**config.mk**
```make
export PLATFORM = sky130hd
export DESIGN_NAME = mem_port_arbiter
export DESIGN_NICKNAME = d
export VERILOG_FILES = /design/src/rtl/mem_port_arbiter.sv
export SDC_FILE = /design/constraint.sdc
export NUM_CORES = 1
export LEC_CHECK = 0
export CAP_MARGIN = 15
export CORE_MARGIN = 2
export CORE_UTILIZATION = 38
export CTS_BUF_LIST = sky130_fd_sc_hd__clkbuf_8
export DETAILED_ROUTE_END_ITERATION = 8
export PLACE_DENSITY = 0.83
export SLEW_MARGIN = 40
export SYNTH_ARGS = -nofsm -noshare
export SYNTH_HDL_FRONTEND = slang
export SYNTH_SLANG_ARGS = --single-unit
```
**constraint.sdc**
```tcl
create_clock -name clk -period 1.52 [get_ports clk]
set_input_delay 0.456 -clock clk [delete_from_list [all_inputs] [get_ports clk]]
set_output_delay 0.456 -clock clk [all_outputs]
set_load 0.05 [all_outputs]
```
**src/rtl/mem_port_arbiter.sv**
```systemverilog
// Shares one registered memory port between the CPU (port 0) and a loader (port 1); 0-cycle grant, access N+1, read data N+2.
// Losing requester sees gnt low and holds; loader lock (MEM_PORT_ARB_LOCK_EN) gives port 1 exclusive ownership.
module mem_port_arbiter #(
  parameter int AW = 8,
  parameter int DW = 8
) (
  input  logic          clk,
  input  logic          reset,
  input  logic          req0,
  input  logic          req1,
  input  logic          we0,
  input  logic          we1,
  input  logic [AW-1:0] adr0,
  input  logic [AW-1:0] adr1,
  input  logic [DW-1:0] wd0,
  input  logic [DW-1:0] wd1,
  input  logic          lock1,
  output logic          gnt0,
  output logic          gnt1,
  output logic          rvalid0,
  output logic          rvalid1,
  output logic [DW-1:0] rd,
  output logic          stall0,
  output logic          memValid,
  output logic          memEnable,
  output logic [AW-1:0] memAdr,
  output logic [DW-1:0] memWD,
  input  logic [DW-1:0] memRD
);

  typedef enum logic {RR, LOCK1} state_t;

  state_t state, state_nxt;
  logic   last, last_nxt;
  logic   tag_owner, tag_read;
  logic   rv_pend, rv_owner;

`ifndef MEM_PORT_ARB_LOCK_EN
  logic lock1_unused;
  assign lock1_unused = lock1;
`endif

  always_comb begin
    gnt0      = 1'b0;
    gnt1      = 1'b0;
    state_nxt = state;
    last_nxt  = last;
    case (state)
      RR: begin
        // On a tie the port that did not win last time goes first.
        if (req0 && req1) begin
          gnt0 = last;
          gnt1 = ~last;
        end else begin
          gnt0 = req0;
          gnt1 = req1;
        end
        if (gnt0)      last_nxt = 1'b0;
        else if (gnt1) last_nxt = 1'b1;
`ifdef MEM_PORT_ARB_LOCK_EN
        if (gnt1 && lock1) state_nxt = LOCK1;
`endif
      end
      LOCK1: begin
        gnt1     = req1;
        last_nxt = 1'b1;
`ifdef MEM_PORT_ARB_LOCK_EN
        if (!lock1) state_nxt = RR;
`else
        state_nxt = RR;
`endif
      end
    endcase
  end

  always_ff @(posedge clk or negedge reset) begin
    if (!reset) begin
      state     <= RR;
      last      <= 1'b1;
      memValid  <= 1'b0;
      memEnable <= 1'b0;
      memAdr    <= '0;
      memWD     <= '0;
      tag_owner <= 1'b0;
      tag_read  <= 1'b0;
      rv_pend   <= 1'b0;
      rv_owner  <= 1'b0;
    end else begin
      state     <= state_nxt;
      last      <= last_nxt;
      memValid  <= gnt0 | gnt1;
      memEnable <= gnt0 ? we0 : (gnt1 & we1);
      if (gnt0 || gnt1) begin
        memAdr <= gnt1 ? adr1 : adr0;
        memWD  <= gnt1 ? wd1 : wd0;
      end
      tag_owner <= gnt1;
      tag_read  <= gnt0 ? ~we0 : (gnt1 & ~we1);
      // Memory answers one cycle after the access, so the tag is delayed once more.
      rv_pend   <= memValid & tag_read;
      rv_owner  <= tag_owner;
    end
  end

  assign rvalid0 = rv_pend & ~rv_owner;
  assign rvalid1 = rv_pend & rv_owner;
  assign rd      = memRD;
  assign stall0  = req0 & ~gnt0;

endmodule

```
==> results of run 1 <==
routing by layer:
metal,track usage [%],routed length (um)
met1,24.6,1480
met4,3.34,72
met5,0,0
met2,40.0,1970
met3,4.20,311
worst paths after layout:
path / start / to / slack [ns] / cells past startpoint
max: last$_DFFE_PN1P_ / gnt0 / -0.21 / 4
min: tag_owner$_DFF_PN0_ / rv_owner$_DFF_PN0_ / 0.36 / 0
max reg2reg: last$_DFFE_PN1P_ / tag_read$_DFF_PN0_ / 0.14 / 6
min reg2reg: tag_owner$_DFF_PN0_ / rv_owner$_DFF_PN0_ / 0.36 / 0
max in group asynchronous: reset / last$_DFFE_PN1P_ / 0.75 / 2
min in group asynchronous: reset / memAdr[0]$_DFFE_PN0P_ / 0.54 / 2
cells by family after synthesis:
group | Yosys count | share of synthesized area, %
AOI/OAI and AO/OA | 35 | 16.1
and+or+nand+nor | 25 | 12.2
DFF | 23 | 45.7
buffers and inverters | 22 | 13.3
muxes | 16 | 12.7
flip-flops by register name, indices dropped and copies added (netlist names):
signal and flops:
memEnable 1, tag_read 1, memValid 1, rv_pend 1, tag_owner 1, last 1
memWD 8, rv_owner 1, memAdr 8
cell usage after synthesis (2+ instances only):
cell | count | share of area (%)
dfrtp_1 | 22 | 44
a31oi_1 | 16 | 7.9
and3_1 | 16 | 7.9
mux2i_1 | 16 | 13
o21ai_1 | 16 | 6.3
buf_4 | 8 | 4.8
buf_2 | 5 | 2.0
buf_6 | 5 | 4.5
and2_1 | 2 | 0.99
inv_1 | 2 | 0.60
nand2_1 | 2 | 0.60
stage by stage:
| stage | TNS [ns] | hold slack (ns) | utilization, % |
|---|---|---|---|
| after floorplan | -0.0114 | 0.160 | - |
| after global placement | -5.76 | 0.340 | 68.1 |
| after detailed placement | -7.06 | 0.337 | 68.1 |
| after CTS | -0.440 | 0.357 | 71.1 |
| after global routing | -0.759 | 0.374 | 71.9 |
| final | -0.588 | 0.360 | 71.9 |
final cells by class:
cell class | instances | area (um2)
Clock buffer | 3 | 41.3
Clock inverter | 1 | 5.00
Fill cell | 221 | 873
Inverter | 3 | 15.0
Multi-Input combinational cell | 76 | 549
Sequential cell | 23 | 577
Tap cell | 44 | 55.1
Timing Repair Buffer | 79 | 987
cell usage in the layout (no fill, tap or decap):
master / instances
nor2_4: 1
buf_12: 24
o21ai_1: 16
inv_1: 1
clkinvlp_4: 1
clkdlybuf4s15_2: 1
nand2b_4: 1
o22ai_1: 1
mux2i_1: 16
o21a_1: 1
and3_1: 16
and2_1: 2
a31oi_1: 16
clkinv_2: 1
clkdlybuf4s50_1: 35
inv_2: 1
a22o_1: 1
or2_2: 1
nand2_4: 3
dfrtp_1: 22
dfstp_2: 1
buf_4: 18
nor2b_2: 1
clkbuf_8: 3
clkdlybuf4s15_1: 1
power groups by stage:
| stage | clock network [W] | registers [W] | logic (W) |
|---|---|---|---|
| after detailed placement | 0 | 0.000783 | 0.000953 |
| final | 0.000376 | 0.000771 | 0.000992 |
| after global placement | 0 | 0.000779 | 0.000929 |
| after floorplan | 0 | 0.000960 | 0.000310 |
| after CTS | 0.000383 | 0.000769 | 0.000981 |
| after global routing | 0.000409 | 0.000780 | 0.00104 |
timing repair:
item | CTS | global route
pin swaps | 1 | 0
buffers inserted | 5 | 2
endpoints found under the setup margin | 18 | 4
cloned | 0 | 0
gates resized for setup | 6 | 3
==> results.sh, run 1 <==
export IMPL_ys_flop_type="dfrtp_1"
export IMPL_cts_root_buf="clkbuf_8"
export IMPL_combPwrFrac_pct=46.4
export IMPL_rsz0062_at_grt="yes"
export IMPL_p_int_w=0.00138
export IMPL_drt_drc_violations_left=0
export IMPL_fp_dieH_um=61.6
export IMPL_critPathTopFamily="flip-flops"
export IMPL_peakVddDrop_v=0.000597
export IMPL_dieArea_um2=3800
export IMPL_areaGrowthSynthToFinish_pct=76.8
export IMPL_yosysWarnings=0
export IMPL_skew_ns=0.00409
export IMPL_critical_path_required_ns=1.06
export IMPL_synth_edf_count=0
export IMPL_clkSinkCount=23
export IMPL_grt_pass1_vias=1248
export IMPL_p_per_area_nw_per_um2=960
export IMPL_violations="negative setup slack"
export IMPL_place_area_um2=2110
export IMPL_avgViaCountPerCell=5.33
export IMPL_drive_gt1_share_pct=30.8
export IMPL_worstPathArrival_ns=1.27
export IMPL_n_antenna_cell=0
export IMPL_grt_ovfl_total=0
export IMPL_path_clk_slew_ns=0.08
export IMPL_crit_slowest_cell="dfstp_2"
export IMPL_totalPowerFinal_w=0.00214
export IMPL_p_leak_nw=1.03
export IMPL_ant_nets=0
export IMPL_switching_power_w=0.000758
export IMPL_cts_tree="yes"
export IMPL_clk_path_buf_depth=2
export IMPL_core_um2=3100
export IMPL_routed_wl_um=3830
export IMPL_drt_first_pass_iters=4
export IMPL_h_tree_depth=1
export IMPL_dp_hpwl_um=2720
export IMPL_synth_async_sr_flop_share_pct=100
export IMPL_rows=20
export IMPL_grt_pass1_wl_um=5960
export IMPL_design_area_um2=2230
export IMPL_synth_seq_cells=23
export IMPL_period_share_pct=114
export IMPL_pre_cts_ws_ns=-0.455
export IMPL_track_usage_pct=21.1
export IMPL_tightest_slew_ns=0.265
export IMPL_port_buffers=60
export IMPL_synthCells=121
export IMPL_max_freq_ghz=0.579
export IMPL_max_stage_delay_ns=0.56
export IMPL_globalplace_congestion=0.840
export IMPL_p_clk_share_pct=17.6
export IMPL_start_util_pct=40.6
export IMPL_cap_violations=0
export IMPL_setup_viol=3
export IMPL_vias=1221
export IMPL_p_seq_share_pct=36.1
export IMPL_post_synth_cell_area_avg_um2=10.4
export IMPL_critPathKind="reg2out"
export IMPL_dp_cells=218
export IMPL_path_cells="nand2b_4 -> nand2_4 -> clkinvlp_4 -> buf_12"
export IMPL_die_w_um=61.6
export IMPL_routedWlPerCell_um=16.7
export IMPL_ys_seq_area_share_pct=45.7
export IMPL_slew_headroom_pct=82.3
export IMPL_yosys_cell_types_count=22
export IMPL_outcome="finished with violations"
export IMPL_ioPinCount=78
export IMPL_cts_made_buffers=3
export IMPL_hp_class="reg2reg"
export IMPL_clkLatencyLatePin_ns=0.26
export IMPL_cts_hold_buffers_added=0
export IMPL_start_kind="register"
export IMPL_syn_area_um2=1260
export IMPL_nets=233
export IMPL_synth_nets=168
export IMPL_min_period_ns=1.73
export IMPL_switching_share_pct=35.4
export IMPL_hold_violations=0
export IMPL_drt_initial_drc_count=75
export IMPL_crit_fanout=3
export IMPL_crit_path_end_kind="primary output"
export IMPL_setup_ws_ns=-0.207
export IMPL_grt_max_degree=24
export IMPL_fin_cells=229
export IMPL_path_buf_inv=2
export IMPL_slew_violations=0
export IMPL_grt_antenna_before_repair=0
(Power assumes the default switching activity.)
==> run 2, diff against run 1 <==
- CORE_UTILIZATION: 38 -> 41
- CTS_CLUSTER_SIZE: unset -> 12
- PLACE_DENSITY: 0.83 -> 0.89
- clock period: 1.52 -> 2.1 ns (I/O delays scaled with it)
==> run 2 against run 1 <==
The run now ends clean. Routed wire length decreased by 13%. Setup slack improved by 0.29 ns. Die area is 6.9% lower. Flip-flop and latch count is the same. Core utilization down 9.7 points. Non-clock buffer count decreased by 9. Critical path depth is 1 higher. Critical endpoint unchanged.
==> results.sh, run 2 (synthesis results as in run 1) <==
export IMPL_globalplace_congestion=0.820
export IMPL_peakVddDrop_v=0.000364
export IMPL_worstPathArrival_ns=1.38
export IMPL_cap_violations=0
export IMPL_routedWlPerCell_um=15.9
export IMPL_design_area_um2=1850
export IMPL_hold_violations=0
export IMPL_crit_path_end_kind="primary output"
export IMPL_core_um2=2980
export IMPL_drt_drc_violations_left=0
export IMPL_drive_gt1_share_pct=23.3
export IMPL_avgViaCountPerCell=5.53
export IMPL_p_per_area_nw_per_um2=730
export IMPL_outcome="completed"
export IMPL_path_clk_slew_ns=0.08
export IMPL_setup_viol=0
export IMPL_rrSetupSlack_ns=0.82
export IMPL_vias=1156
export IMPL_critical_path_required_ns=1.47
export IMPL_dp_hpwl_um=2530
export IMPL_cts_root_buf="clkbuf_8"
export IMPL_p_leak_nw=0.891
export IMPL_holdWs_ns=0.356
export IMPL_cts_setup_buffers=0
export IMPL_most_common_layout_cells="clkdlybuf4s50_1, buf_4, dfrtp_1"
export IMPL_grt_antenna_before_repair=0
export IMPL_clkLatencyLatePin_ns=0.26
export IMPL_die_w_um=59.5
export IMPL_crit_fanout=4
export IMPL_ant_nets=0
export IMPL_nets=224
export IMPL_slew_violations=0
export IMPL_port_buffers=60
export IMPL_period_share_pct=95.9
export IMPL_clk_path_buf_depth=2
export IMPL_rsz0062_at_grt="no"
export IMPL_final_common_cell="clkdlybuf4s50_1"
export IMPL_ioPinCount=78
export IMPL_h_tree_depth=1
export IMPL_skew_ns=0.00490
export IMPL_drt_initial_drc_count=79
export IMPL_cts_made_buffers=3
export IMPL_min_period_ns=2.01
export IMPL_dp_cells=205
export IMPL_n_antenna_cell=0
export IMPL_critPathKind="in2out"
export IMPL_grt_max_degree=26
export IMPL_hp_class="reg2reg"
export IMPL_routed_wl_um=3330
export IMPL_slew_headroom_pct=67.2
export IMPL_top_regs="memAdr: 8 flops, memWD: 8 flops"
export IMPL_dieArea_um2=3540
export IMPL_areaGrowthSynthToFinish_pct=46.7
export IMPL_grt_ovfl_total=0
export IMPL_fp_dieH_um=59.5
export IMPL_finalSetupTns_ns=0
export IMPL_grt_pass1_vias=1111
export IMPL_track_usage_pct=19.5
export IMPL_place_area_um2=1810
export IMPL_start_util_pct=42.4
export IMPL_tightest_slew_ns=0.490
export IMPL_max_freq_ghz=0.497
export IMPL_clkSinkCount=23
export IMPL_drt_first_pass_iters=4
export IMPL_final_util_pct=62.1
export IMPL_start_kind="input pin"
export IMPL_fin_cells=209
export IMPL_grt_pass1_wl_um=5180
export IMPL_rows=20
export IMPL_cts_tree="yes"
## run 2: path summary, 6_finish.rpt
check                                         start                    end  cells after the start
worst max-delay path                           req1                   gnt0                      5
worst min-delay path            tag_owner$_DFF_PN0_     rv_owner$_DFF_PN0_                      0
worst max register to register     last$_DFFE_PN1P_    memEnable$_DFF_PN0_                      5
worst min register to register  tag_owner$_DFF_PN0_     rv_owner$_DFF_PN0_                      0
max in group asynchronous                     reset       last$_DFFE_PN1P_                      2
min in group asynchronous                     reset  memAdr[4]$_DFFE_PN0P_                      2
## run 2: what timing repair did
item / CTS / global route
gates resized for setup: 2 / 0
endpoints found under the setup margin: 3 / 0
hold buffers: 0 / 0
## run 2: worst max-delay path, cell delays in order
cell and delay [ns]:
dlygate4sd2_1 0.28, nand2b_1 0.13, nand2_1 0.08, inv_1 0.12
buf_12 0.14
## run 2: layout make-up
cell class | instances | area [um2]
fillers | 248 | 1130
repair buffers | 70 | 656
flip-flops and latches | 23 | 577
multi-input cells | 76 | 519
clock buffers | 3 | 41.3
well taps | 33 | 41.3
inverters | 3 | 11.3
clock inverters | 1 | 5.00
## run 2: stage by stage
stage          setup WS, ns  power, W
2_1_floorplan        0.0878  0.000912
3_3_place_gp         -0.148   0.00107
3_5_place_dp         -0.166   0.00109
4_1_cts              0.0875   0.00136
5_1_grt              0.0364   0.00141
6_report             0.0862   0.00135
## run 2: power breakdown
| group | internal, W | leakage [nW] | switching (W) |
|---|---|---|---|
| Sequential | 0.000500 | 0.273 | 0.0000321 |
| Combinational | 0.000219 | 0.593 | 0.000329 |
| Clock | 0.000132 | 0.0255 | 0.000139 |
## run 2: metal layers
layer	share of wire, %	vias up	wire length, um	track usage, %
met5	0	-	0	0
met4	1.1	0	36	6.49
met3	9.3	4	308	4.59
met2	48	68	1600	33.6
met1	41	545	1380	23.7
li1	-	539	-	-
